### config.mk
export PLATFORM = sky130hd
export DESIGN_NAME = wb_arbiter
export DESIGN_NICKNAME = d
export VERILOG_FILES = /design/src/rtl/wb_arbiter.sv
export SDC_FILE = /design/constraint.sdc
export NUM_CORES = 1
export LEC_CHECK = 0
export BUFFER_PORTS_ARGS = -buffer_cell sky130_fd_sc_hd__buf_2
export CAP_MARGIN = 10
export CORE_MARGIN = 5
export CORE_UTILIZATION = 50
export DETAILED_ROUTE_END_ITERATION = 6
export PLACE_DENSITY = 0.78
export SLEW_MARGIN = 10
export SYNTH_ARGS = -nofsm -noshare
export SYNTH_HDL_FRONTEND = slang
export SYNTH_SLANG_ARGS = --single-unit
export TNS_END_PERCENT = 20
### constraint.sdc
create_clock -name clock -period 5.1 [get_ports clock]
set_input_delay 0.51 -clock clock [delete_from_list [all_inputs] [get_ports clock]]
set_output_delay 0.51 -clock clock [all_outputs]
set_load 0.01 [all_outputs]
### src/rtl/wb_arbiter.sv
// Register-file write-port arbiter: pipeline writeback vs. queued MDU results.
// Optional macro WB_ARB_BYPASS_EN sends an MDU result straight to rf_* when the FIFO is empty and the pipeline is idle.
module wb_arbiter #(
  parameter int DEPTH    = 2,
  parameter int MAX_WAIT = 4
) (
  input  logic        clock,
  input  logic        reset,
  input  logic        pipe_we,
  input  logic [4:0]  pipe_rd,
  input  logic [31:0] pipe_data,
  input  logic        mdu_valid,
  input  logic [4:0]  mdu_rd,
  input  logic [31:0] mdu_data,
  output logic        mdu_ready,
  output logic        pipe_stall,
  output logic        rf_we,
  output logic [4:0]  rf_rd,
  output logic [31:0] rf_data
);
  localparam int          AW        = $clog2(DEPTH);
  localparam logic [AW:0] FULL_OCC  = (AW+1)'(DEPTH);
  localparam logic [AW:0] PTR_ONE   = (AW+1)'(1);
  localparam logic [3:0]  WAIT_LAST = 4'(MAX_WAIT - 1);

  typedef enum logic [1:0] {IDLE, PEND, FORCE} state_t;
  state_t state, state_nx;

  logic [4:0]  q_rd   [DEPTH];
  logic [31:0] q_data [DEPTH];
  logic [AW:0] wr_ptr, rd_ptr, occ, occ_nx;
  logic [3:0]  wait_cnt, wait_nx;
  logic        pipe_eff, bypass, push, pop, full;
  logic        we_nx, stall_nx;
  logic [4:0]  rd_nx;
  logic [31:0] data_nx;

  assign occ       = wr_ptr - rd_ptr;
  assign full      = (occ == FULL_OCC);
  assign mdu_ready = !full;
  assign pipe_eff  = pipe_we && (pipe_rd != 5'd0) && !pipe_stall;
`ifdef WB_ARB_BYPASS_EN
  assign bypass = (state == IDLE) && mdu_valid && !pipe_eff;
`else
  assign bypass = 1'b0;
`endif
  // x0 results are accepted but never stored; bypassed results skip the FIFO
  assign push = mdu_valid && !full && (mdu_rd != 5'd0) && !bypass;

  always_comb begin
    state_nx = state;
    wait_nx  = wait_cnt;
    stall_nx = 1'b0;
    pop      = 1'b0;
    we_nx    = 1'b0;
    rd_nx    = rf_rd;
    data_nx  = rf_data;
    unique case (state)
      IDLE: begin
        if (pipe_eff) begin
          we_nx   = 1'b1;
          rd_nx   = pipe_rd;
          data_nx = pipe_data;
        end else if (bypass && (mdu_rd != 5'd0)) begin
          we_nx   = 1'b1;
          rd_nx   = mdu_rd;
          data_nx = mdu_data;
        end
      end
      PEND: begin
        if (pipe_eff) begin
          we_nx   = 1'b1;
          rd_nx   = pipe_rd;
          data_nx = pipe_data;
          wait_nx = wait_cnt + 4'd1;
          if (wait_cnt == WAIT_LAST) stall_nx = 1'b1;
        end else begin
          pop     = 1'b1;
          wait_nx = 4'd0;
        end
      end
      FORCE: begin
        pop     = 1'b1;
        wait_nx = 4'd0;
      end
      default: ;
    endcase
    if (pop) begin
      we_nx   = 1'b1;
      rd_nx   = q_rd[rd_ptr[AW-1:0]];
      data_nx = q_data[rd_ptr[AW-1:0]];
    end
    occ_nx = occ + (push ? PTR_ONE : '0) - (pop ? PTR_ONE : '0);
    if (stall_nx)              state_nx = FORCE;
    else if (occ_nx != '0)     state_nx = PEND;
    else                       state_nx = IDLE;
  end

  always_ff @(posedge clock) begin
    if (reset) begin
      state      <= IDLE;
      wr_ptr     <= '0;
      rd_ptr     <= '0;
      wait_cnt   <= 4'd0;
      pipe_stall <= 1'b0;
      rf_we      <= 1'b0;
      rf_rd      <= 5'd0;
      rf_data    <= 32'd0;
    end else begin
      state      <= state_nx;
      wait_cnt   <= wait_nx;
      pipe_stall <= stall_nx;
      rf_we      <= we_nx;
      rf_rd      <= rd_nx;
      rf_data    <= data_nx;
      if (push) wr_ptr <= wr_ptr + PTR_ONE;
      if (pop)  rd_ptr <= rd_ptr + PTR_ONE;
    end
  end

  // storage needs no reset: pointers alone define validity
  always_ff @(posedge clock) begin
    if (push) begin
      q_rd[wr_ptr[AW-1:0]]   <= mdu_rd;
      q_data[wr_ptr[AW-1:0]] <= mdu_data;
    end
  end
endmodule

# Word level (Yosys, flattened, before mapping)
# Memories as Yosys holds them, arrays and structs flattened. A register that Yosys moved wholly into a read port is not among the register bits.
# Cells that the tools add are included.
# Widths: inputs -> output; s select.
# word_totals
ramBits	74
n_memories	2
register_bits	49
inputBits	78
output_inout_bits	40
word_cells	63
# memory_table
name	depth	word_bits	rd	rd_ports_with_merged_regs	write_ports	line	source
q_data	2	32	1	1	1	30	logic [31:0] q_data [DEPTH];
q_rd	2	5	1	1	1	29	logic [4:0] q_rd [DEPTH];
# classes
add_sub_neg	6
n_mux	26
n_reduce_logical	16
n_eq_ne	4
# op_table
op	n
$mux 32	3
$mux 1	16
$mux 5	3
$reduce_bool 5->1	2
$pmux 4 s2	1
$reduce_bool 2->1	4
$add 2x1->2 const B	2
$add 4x1->4 const B	1
$eq 2x2->1 const B	2
$eq 4x2->1 const B	1
$logic_and 1x1->1	4
$mux 4	1
$reduce_or 2->1	2
$add 2x1->2	1
$eq 2x1->1 const B	1
$logic_not 1->1	2
$logic_not 2->1	1
$mux 2	1
$pmux 1 s2	1
$reduce_and 2->1	1
$sub 2x1->2	1
$sub 2x2->2	1

# Longest topological paths before layout
# Gate-level depths: netlist of the first run.
# depth
depth_word	11
mapped_depth	14
ltp_nobuf	12

# Least setup slack after synthesis of the first run
# OpenSTA, ideal clock, no wires.
# synth_path
path_type	register to register
startpoint	register wr_ptr[0]
endpoint	memory q_data[0][0], enable pin
stages_incl_launch_ff	7
slack_ns	1.968
t_arrival_ns	2.701
synth_period_minus_slack_ns	3.132
setup_time_ns	0.431
path_buffers	0
required_ns	4.669
cell_sequence	dfxtp_1 > inv_1 > ha_1 > xor3_1 > nand2_1 > o211ai_1 > nor2_1
# synth_between
elab_chain_cells	7
# synth_lines
element	line	source
start: declaration	31	logic [AW:0] wr_ptr, rd_ptr, occ, occ_nx;
start signal: assignment	116	if (push) wr_ptr <= wr_ptr + PTR_ONE;
$sub 2x2->2	38	assign occ = wr_ptr - rd_ptr;
$eq 2x2->1	39	assign full = (occ == FULL_OCC);
$logic_not 1->1	--	
net mdu_ready	15	output logic mdu_ready,
$logic_and 1x1->1 (2 in a row)	48	assign push = mdu_valid && !full && (mdu_rd != 5'd0) && !bypass;
$mux 1	123	if (push) begin
$mux 1 (implied by the code)	125	q_data[wr_ptr[AW-1:0]] <= mdu_data;
end: declaration	30	
# The timed path passes the listed nets, and every way through them passes these cells.

# Worst setup path in the final report of the first run
# layout_path
startpoint	register pipe_stall
endpoint	register state[0]
# layout_between
elab_chain_cells	8
elab_cells_between_ends	11
cone_classes	1 x add/sub; 6 x mux; 4 x reduce/logical
# layout_lines
element	line	source
start: declaration	16	output logic pipe_stall,
start signal: assignment	112	pipe_stall <= stall_nx;
$logic_not 1->1 *	41	assign pipe_eff = pipe_we && (pipe_rd != 5'd0) && !pipe_stall;
$logic_and 1x1->1 *	41	
$mux 1	71	if (pipe_eff) begin
$pmux 1 s2	58	unique case (state)
$mux 1	93	occ_nx = occ + (push ? PTR_ONE : '0) - (pop ? PTR_ONE : '0);
$sub 2x1->2	93	
$reduce_bool 2->1	95	else if (occ_nx != '0) state_nx = PEND;
$mux 1	95	
end signal: assignment	110	state <= state_nx;
end: declaration	27	state_t state, state_nx;
# Mark *: on every way between the ends. The rest lies on a longest branch, timed or not.
# A chain may end at the register's enable or synchronous reset.

==> out/metrics.yaml, run 1 <==
design.core.area_mm2: 0.00968
synth-edff-count: 74
cts_buffers: 17
worst_path_most_repeated_cell: "ha_1"
grtUsageTotal_pct: 18.8
cts_root_buffer: "clkbuf_8"
maxSlewViolCount: 0
drc: 0
crit_path_top_delay_cell: "nor2_4"
utilization_pct: 63.3
hold_path_class: "input pin to register"
period_share_pct: 75.6
seq_area_frac_synth_pct: 65.3
nFillCells: 733
syn-num-nets: 487
grt_setup_unrepaired: "false"
htree_levels: 4
start_util_pct: 50.6
final.setup.tns_ns: 0
postCtsResizedCells: 0
final_layout_size_suffix_gt1_share_pct: 29.8
worstMarginPinSlew_ns: 1.08
grt_max_degree: 40
grt-ovfl-total: 0
insertion_delay_ns: 0.51
clock.fmax_mhz: 259
most-common-layout-cells: "buf_2 (117), edfxtp_1 (74), dfxtp_1 (48)"
io_buffers: 117
rows: 36
fin_crit_ns: 3.85
critPathKind: "register to register"
antenna_found_initial: 0
ys_warn_count: 0
cp_num_buf_inv: 3
finClkSkew_ns: 0.00567
synthArstFlopShare_pct: 0
grt_pass1_vias: 3594
ant_nets: 0
num_antenna_cells: 0
required_ns: 5.51
setup_slack_ns: 1.25
multi_input_comb_area_mm2: 0.00155
drtIter0Drc: 193
vdd_drop_max_mv: 0.235
status: "completed"
hold_slack_ns: 0.182
clk_pin_slew_worst_paths_ns: 0.06
dp_slack_ns: 1.23
dp_hpwl_mm: 7.07
synth_cell_types: 36
vias: 3455
place.gp.congestion: 0.799
synth-seq-cells: 123
avgViaCountPerCell: 5.21
wl_per_cell_um: 15.8
cp_max_fo: 39
cpPeakStageDelay_ns: 0.77
regArea_mm2: 0.00320
cts_tree: "built"
synth.avg_cell_area_um2: 12.2
area_growth_pct: 25.0
cts_hold_buf: 0
final-hold-violation-count: 0
setup_violations: 0
ios: 118
cp.arrival_ns: 4.26
clockBufferDepth: 2
mostFrequentLayoutCell: "buf_2"
startpoint_type: "register"
end_kind: "register"
wl_mm: 10.5
synth_flop_cell: "edfxtp_1"
die_x_um: 109
crit_family: "adder cells"
relSlewSlack_pct: 27.7
grt_pass1_wl_mm: 16.8
die_y_um: 109
maxCapViolations: 0
post-cts-setup-buffers: 0
dr.pass1.iters: 4
power_leakage_nw: 2.41
p_per_area_mw_per_mm2: 464
die-area_mm2: 0.0119
clock-sinks: 123
p_total_w: 0.00285
syn-cell-area_mm2: 0.00490
crit_chain: "inv_1, ha_1, nand2_1, o21ai_0, nor2_4, inv_2, ha_1, inv_1, ha_1, xnor2_1, xnor2_1, o211a_1"
final_nets: 603
syn_inst: 401
-- through the flow --
step | cells | cell area [um^2]
6_report | 663 | 6130
5_1_grt | 663 | 6130
4_1_cts | 663 | 6130
3_5_place_dp | 631 | 5570
3_3_place_gp | 631 | 5570
2_1_floorplan | 401 | 4900
-- area by class of cell --
| cell class | instances | share of cell area, % |
|---|---|---|
| Multi-Input combinational cell | 245 | 25.3 |
| Tap cell | 133 | 2.71 |
| Clock inverter | 10 | 1.59 |
| Clock buffer | 22 | 7.55 |
| Inverter | 9 | 0.551 |
| Sequential cell | 123 | 52.3 |
| Timing Repair Buffer | 121 | 10.0 |
-- path summary, 6_finish.rpt --
check                                   from       endpoint  slack, ns  cells after the start
worst max register to register    pipe_stall       state[0]       1.25                     12
worst min register to register      rf_rd[2]       rf_rd[2]       0.45                      2
worst min-delay path            mdu_data[24]  q_data[0][24]       0.18                      1
worst max-delay path              pipe_stall       state[0]       1.25                     12
-- cell families after synthesis --
kind of cell               share of synthesized area, %
and+or+nand+nor                                    13.4
DFF                                                65.3
xor gates and xnor gates                           1.73
adders and majority gates                          2.04
AOI/OAI and AO/OA                                  14.1
buffers and inverters                              3.42
-- state kept, by name (all words and copies together), names as in the netlist, named ones only --
name        count
wait_cnt        4
rd_ptr          2
rf_rd           5
state           1
q_data         64
rf_we           1
q_rd           10
rf_data        32
pipe_stall      1
wr_ptr          2
-- routing by layer --
| layer | share of wire [%] | track usage (%) | wire length [um] | vias up |
|---|---|---|---|---|
| li1 | - | - | - | 1699 |
| met1 | 41 | 21.9 | 4240 | 1652 |
| met2 | 53 | 32.2 | 5570 | 89 |
| met3 | 4.5 | 5.09 | 470 | 15 |
| met4 | 1.8 | 8.66 | 191 | 0 |
| met5 | 0 | 0 | 0 | - |
-- cells in the mapped netlist, drive strengths merged (2+ instances only) --
library cell	count	area share [%]
xnor2	4	0.71
inv	9	0.69
buf	13	1.9
nor2	47	3.6
edfxtp	74	45
a21oi	4	0.41
o31ai	38	6.1
nor2b	38	4.8
nand2b	2	0.26
dfxtp	49	20
a211oi	38	5.8
xor2	3	0.54
nand4	2	0.26
ha	8	2.0
clkbuf	11	0.84
nand2	42	3.2
o21ai	5	0.59
-- power by group --
group	internal (W)	switching, W
logic	0.000175	0.000281
clock network	0.000724	0.000394
registers	0.00121	0.0000624
total	0.00211	0.000738
-- worst register-to-register path, delay by kind of cell (launching register included) --
kind	cells	cell delay, ns
flops	1	0.42
buf+inv	3	0.69
simple gates	2	0.92
compound gates	2	0.37
fa+ha+maj	3	1.07
xor+xnor	2	0.27
(Power assumes the default switching activity.)
==> run 2: changes to the inputs <==
- clock period: 5.1 -> 3.8 ns (I/O delays scaled with it)
==> out/metrics.yaml, run 2 (synthesis gave the netlist of run 1 again) <==
status: "completed"
dr.pass1.iters: 4
clockBufferDepth: 2
most-common-layout-cells: "buf_2 (117), edfxtp_1 (74), dfxtp_1 (48)"
end_kind: "register"
grt-ovfl-total: 0
final-hold-violation-count: 0
hold_path_class: "input pin to register"
multi_input_comb_area_mm2: 0.00155
start_util_pct: 50.6
crit_chain: "inv_1, ha_1, nand2_1, o21ai_0, nor2_4, inv_2, ha_1, inv_1, ha_1, xnor2_1, xnor2_1, o211a_1"
maxSlewViolCount: 0
setup_violations: 0
crit_start: "pipe_stall"
finClkSkew_ns: 0.00933
mostFrequentLayoutCell: "buf_2"
regArea_mm2: 0.00320
holdCritStartpoint: "mdu_data[14]"
worstMarginPinSlew_ns: 0.977
setup_slack_ns: 0.603
grtUsageTotal_pct: 19.2
insertion_delay_ns: 0.51
grt_pass1_vias: 3538
cp_num_buf_inv: 3
wl_per_cell_um: 15.9
relSlewSlack_pct: 34.7
clock-sinks: 123
cpPeakStageDelay_ns: 0.78
rows: 36
clk_pin_slew_worst_paths_ns: 0.06
nFillCells: 760
final_nets: 605
dp_slack_ns: 0.588
grt_setup_unrepaired: "false"
place.gp.congestion: 0.804
fin_crit_ns: 3.20
critPathKind: "register to register"
die-area_mm2: 0.0119
wl_mm: 10.6
grt_pass1_wl_mm: 16.9
cts_tree: "built"
cts_root_buffer: "clkbuf_8"
clock.fmax_mhz: 313
io_buffers: 117
r2r_start: "pipe_stall"
vias: 3431
ios: 118
startpoint_type: "register"
drtIter0Drc: 151
largest_register_ffs: 64
drc: 0
crit_family: "simple AND/OR/NAND/NOR gates"
cp.arrival_ns: 3.60
maxCapViolations: 0
period_share_pct: 84.1
p_per_area_mw_per_mm2: 636
die_y_um: 109
die_x_um: 109
cts_hold_buf: 0
crit_path_top_delay_cell: "nor2_4"
cp_max_fo: 39
required_ns: 4.20
ant_nets: 0
design.core.area_mm2: 0.00968
num_antenna_cells: 0
power_leakage_nw: 2.42
final_layout_size_suffix_gt1_share_pct: 29.7
antenna_found_initial: 0
dp_hpwl_mm: 7.18
final.setup.tns_ns: 0
worst_path_most_repeated_cell: "ha_1"
htree_levels: 4
post-cts-setup-buffers: 0
cts_buffers: 17
vdd_drop_max_mv: 0.322
grt_max_degree: 51
avgViaCountPerCell: 5.16
postCtsResizedCells: 0
area_growth_pct: 25.9
==> run 2: cell count changes in the layout (fill, tap and decap cells not counted), sizes merged <==
cell	change
bufinv	+2
buf	+2
clkinvlp	+1
clkinv	-5
clkbuf	+2
==> run 2: worst paths after layout <==
path	end	slack (ns)	depth (start not counted)
worst max-delay path	state[0]	0.60	12
worst min-delay path	q_data[1][14]	0.06	1
worst max register to register	state[0]	0.60	12
worst min register to register	rf_data[4]	0.45	2
==> run 2: per-layer routing <==
| metal | track usage (%) | wire length [um] |
|---|---|---|
| met5 | 0 | 0 |
| met4 | 9.11 | 171 |
| met2 | 34.3 | 5730 |
| met1 | 21.1 | 4200 |
| met3 | 5.03 | 458 |
==> run 2: cell type report <==
class	instances	area share, %
multi-input combinational	245	25.1
clock buffer	24	7.29
clock inverter	8	2.31
tap	133	2.69
sequential	123	51.9
timing repair buffer	123	10.2
inverter	9	0.547
==> run 2: power by group <==
| group | switching (W) | internal (W) |
|---|---|---|
| logic | 0.000371 | 0.000239 |
| clock network | 0.000522 | 0.00108 |
| registers | 0.0000917 | 0.00162 |
| total | 0.000986 | 0.00294 |
==> run 2: per-stage QoR <==
stage	cells	hold slack, ns	area [um^2]	power [W]	utilization [%]
2_1_floorplan	401	0.452	4900	0.00213	-
3_3_place_gp	633	0.431	5580	0.00232	57.7
3_5_place_dp	633	0.440	5580	0.00236	57.7
4_1_cts	665	0.0245	6180	0.00397	63.8
5_1_grt	665	0.0297	6180	0.00412	63.8
6_report	665	0.0589	6180	0.00393	63.8
==> run 3: changes to the inputs <==
- ABC_AREA: not set -> 1
- PLACE_DENSITY: 0.78 -> 0.77
- clock period: 3.8 -> 3.1 ns (I/O delays scaled with it)
==> out/metrics.yaml, run 3 <==
status: "completed"
die_y_um: 116
postCtsResizedCells: 0
grtUsageTotal_pct: 21.4
wl_per_cell_um: 14.5
grt_pass1_vias: 4548
io_buffers: 117
regArea_mm2: 0.00320
dr.pass1.iters: 4
antenna_found_initial: 0
synth_cell_types: 28
start_util_pct: 51.4
vdd_drop_max_mv: 0.429
cts_tree: "built"
num_antenna_cells: 0
nFillCells: 865
seq_area_frac_synth_pct: 57.3
use_met1_pct: 25.9
place.gp.congestion: 0.848
met2_usage_pct: 36.7
wl_mm: 13.6
critPathKind: "register to register"
grt-ovfl-total: 0
clock.fmax_mhz: 423
grt_pass1_wl_mm: 21.9
grt_setup_unrepaired: "false"
cp.arrival_ns: 2.58
most-common-layout-cells: "nand2_1 (150), buf_2 (117), inv_1 (108)"
finClkSkew_ns: 0.00754
ant_nets: 0
maxSlewViolCount: 0
dp_slack_ns: 0.731
final_nets: 873
worstMarginPinSlew_ns: 0.845
die-area_mm2: 0.0134
p_total_w: 0.00468
rows: 38
hold_path_class: "input pin to register"
synth.area.top_cells: "edfxtp_1 (40%), dfxtp_1 (18%), nand2_1 (10%), inv_1 (7.2%), nand3_1 (5.1%)"
drtIter0Drc: 336
fin_crit_ns: 2.37
largest_register_ffs: 64
clk_pin_slew_worst_paths_ns: 0.05
cts_buffers: 17
die_x_um: 116
synth.top_cells.by_count: "nand2_1 (150), inv_1 (108), edfxtp_1 (74), nand3_1 (57), nor2_1 (55)"
setup_slack_ns: 0.735
period_share_pct: 76.3
relSlewSlack_pct: 43.6
cts_root_buffer: "clkbuf_8"
synth_flop_cell: "edfxtp_1"
grt_max_degree: 62
drc: 0
power_leakage_nw: 3.37
grt_busiest_layer: "met2"
required_ns: 3.32
ys_warn_count: 0
multi_input_comb_area_mm2: 0.00180
vias: 4600
dp_hpwl_mm: 8.80
p_per_area_mw_per_mm2: 650
clock-sinks: 123
final_layout_size_suffix_gt1_share_pct: 21.1
yosysMostFrequentCell: "nand2_1"
ios: 118
mostFrequentLayoutCell: "nand2_1"
final.setup.tns_ns: 0
final-hold-violation-count: 0
clockBufferDepth: 2
syn-num-nets: 725
use_met3_pct: 6.68
synth-edff-count: 74
setup_violations: 0
area_growth_pct: 28.7
avgViaCountPerCell: 4.89
startpoint_type: "register"
synthArstFlopShare_pct: 0
synth-seq-cells: 123
synth.avg_cell_area_um2: 8.75
cp_max_fo: 22
yosysTopAreaCell: "edfxtp_1"
end_kind: "register"
design.core.area_mm2: 0.0109
synth_top_area_share_pct: 39.7
syn-cell-area_mm2: 0.00559
insertion_delay_ns: 0.52
syn_inst: 639
htree_levels: 4
maxCapViolations: 0
-- run 3: power breakdown --
part	switching (W)	internal, W
sequential	0.0000755	0.00191
clock	0.000667	0.00128
combinational	0.000472	0.000279
total	0.00121	0.00347
-- run 3: area by class of cell --
type	instances	area share, %
timing repair buffer	161	14.0
clock inverter	5	0.695
clock buffer	27	7.70
inverter	110	5.73
sequential	123	44.5
tap	140	2.43
multi-input combinational	374	25.0
-- run 3: worst paths after layout --
path / from / endpoint / slack [ns] / cells after the start
max: wr_ptr[0] / q_data[0][14] / 0.73 / 6
min: mdu_rd[4] / q_rd[1][4] / 0.03 / 1
max reg2reg: wr_ptr[0] / q_data[0][14] / 0.73 / 6
min reg2reg: wait_cnt[1] / wait_cnt[1] / 0.49 / 2
-- run 3: cells by family after synthesis --
group	synth area share (%)
and+or+nand+nor	20.2
buffers and inverters	10.8
DFF	57.3
AOI/OAI and AO/OA	9.48
adders and majority gates	1.79
xor gates and xnor gates	0.470
-- run 3: stage by stage --
step / cell area (um^2) / instances / hold WS (ns) / util [%]
final: 7200 / 940 / 0.0325 / 66.1
after detailed placement: 6240 / 872 / 0.483 / 57.3
after global placement: 6240 / 872 / 0.475 / 57.3
after global routing: 7200 / 940 / 0.0259 / 66.1
after floorplan: 5590 / 639 / 0.409 / -
after CTS: 7200 / 940 / 0.0241 / 66.1
-- run 3: timing repair --
| action | 4_1_cts | 5_1_grt |
|---|---|---|
| hold endpoints to repair | 72 | 0 |
| hold buffers | 36 | 0 |
| endpoints found under the setup margin | 0 | 0 |
| setup buffers | 0 | 0 |
-- run 3: worst max-delay path, stage by stage, from the launching register on --
cell	delay [ns]
dfxtp_1	0.41
inv_1	0.13
ha_1	0.35
nand3_2	0.10
nand2_1	0.18
nor2_4	0.57
buf_4	0.32
-- run 3: layer usage --
metal  wire, um  part of all wire (%)
met4        176                   1.3
met5          0                     0
met2       6990                    51
met1       5620                    41
met3        815                   6.0
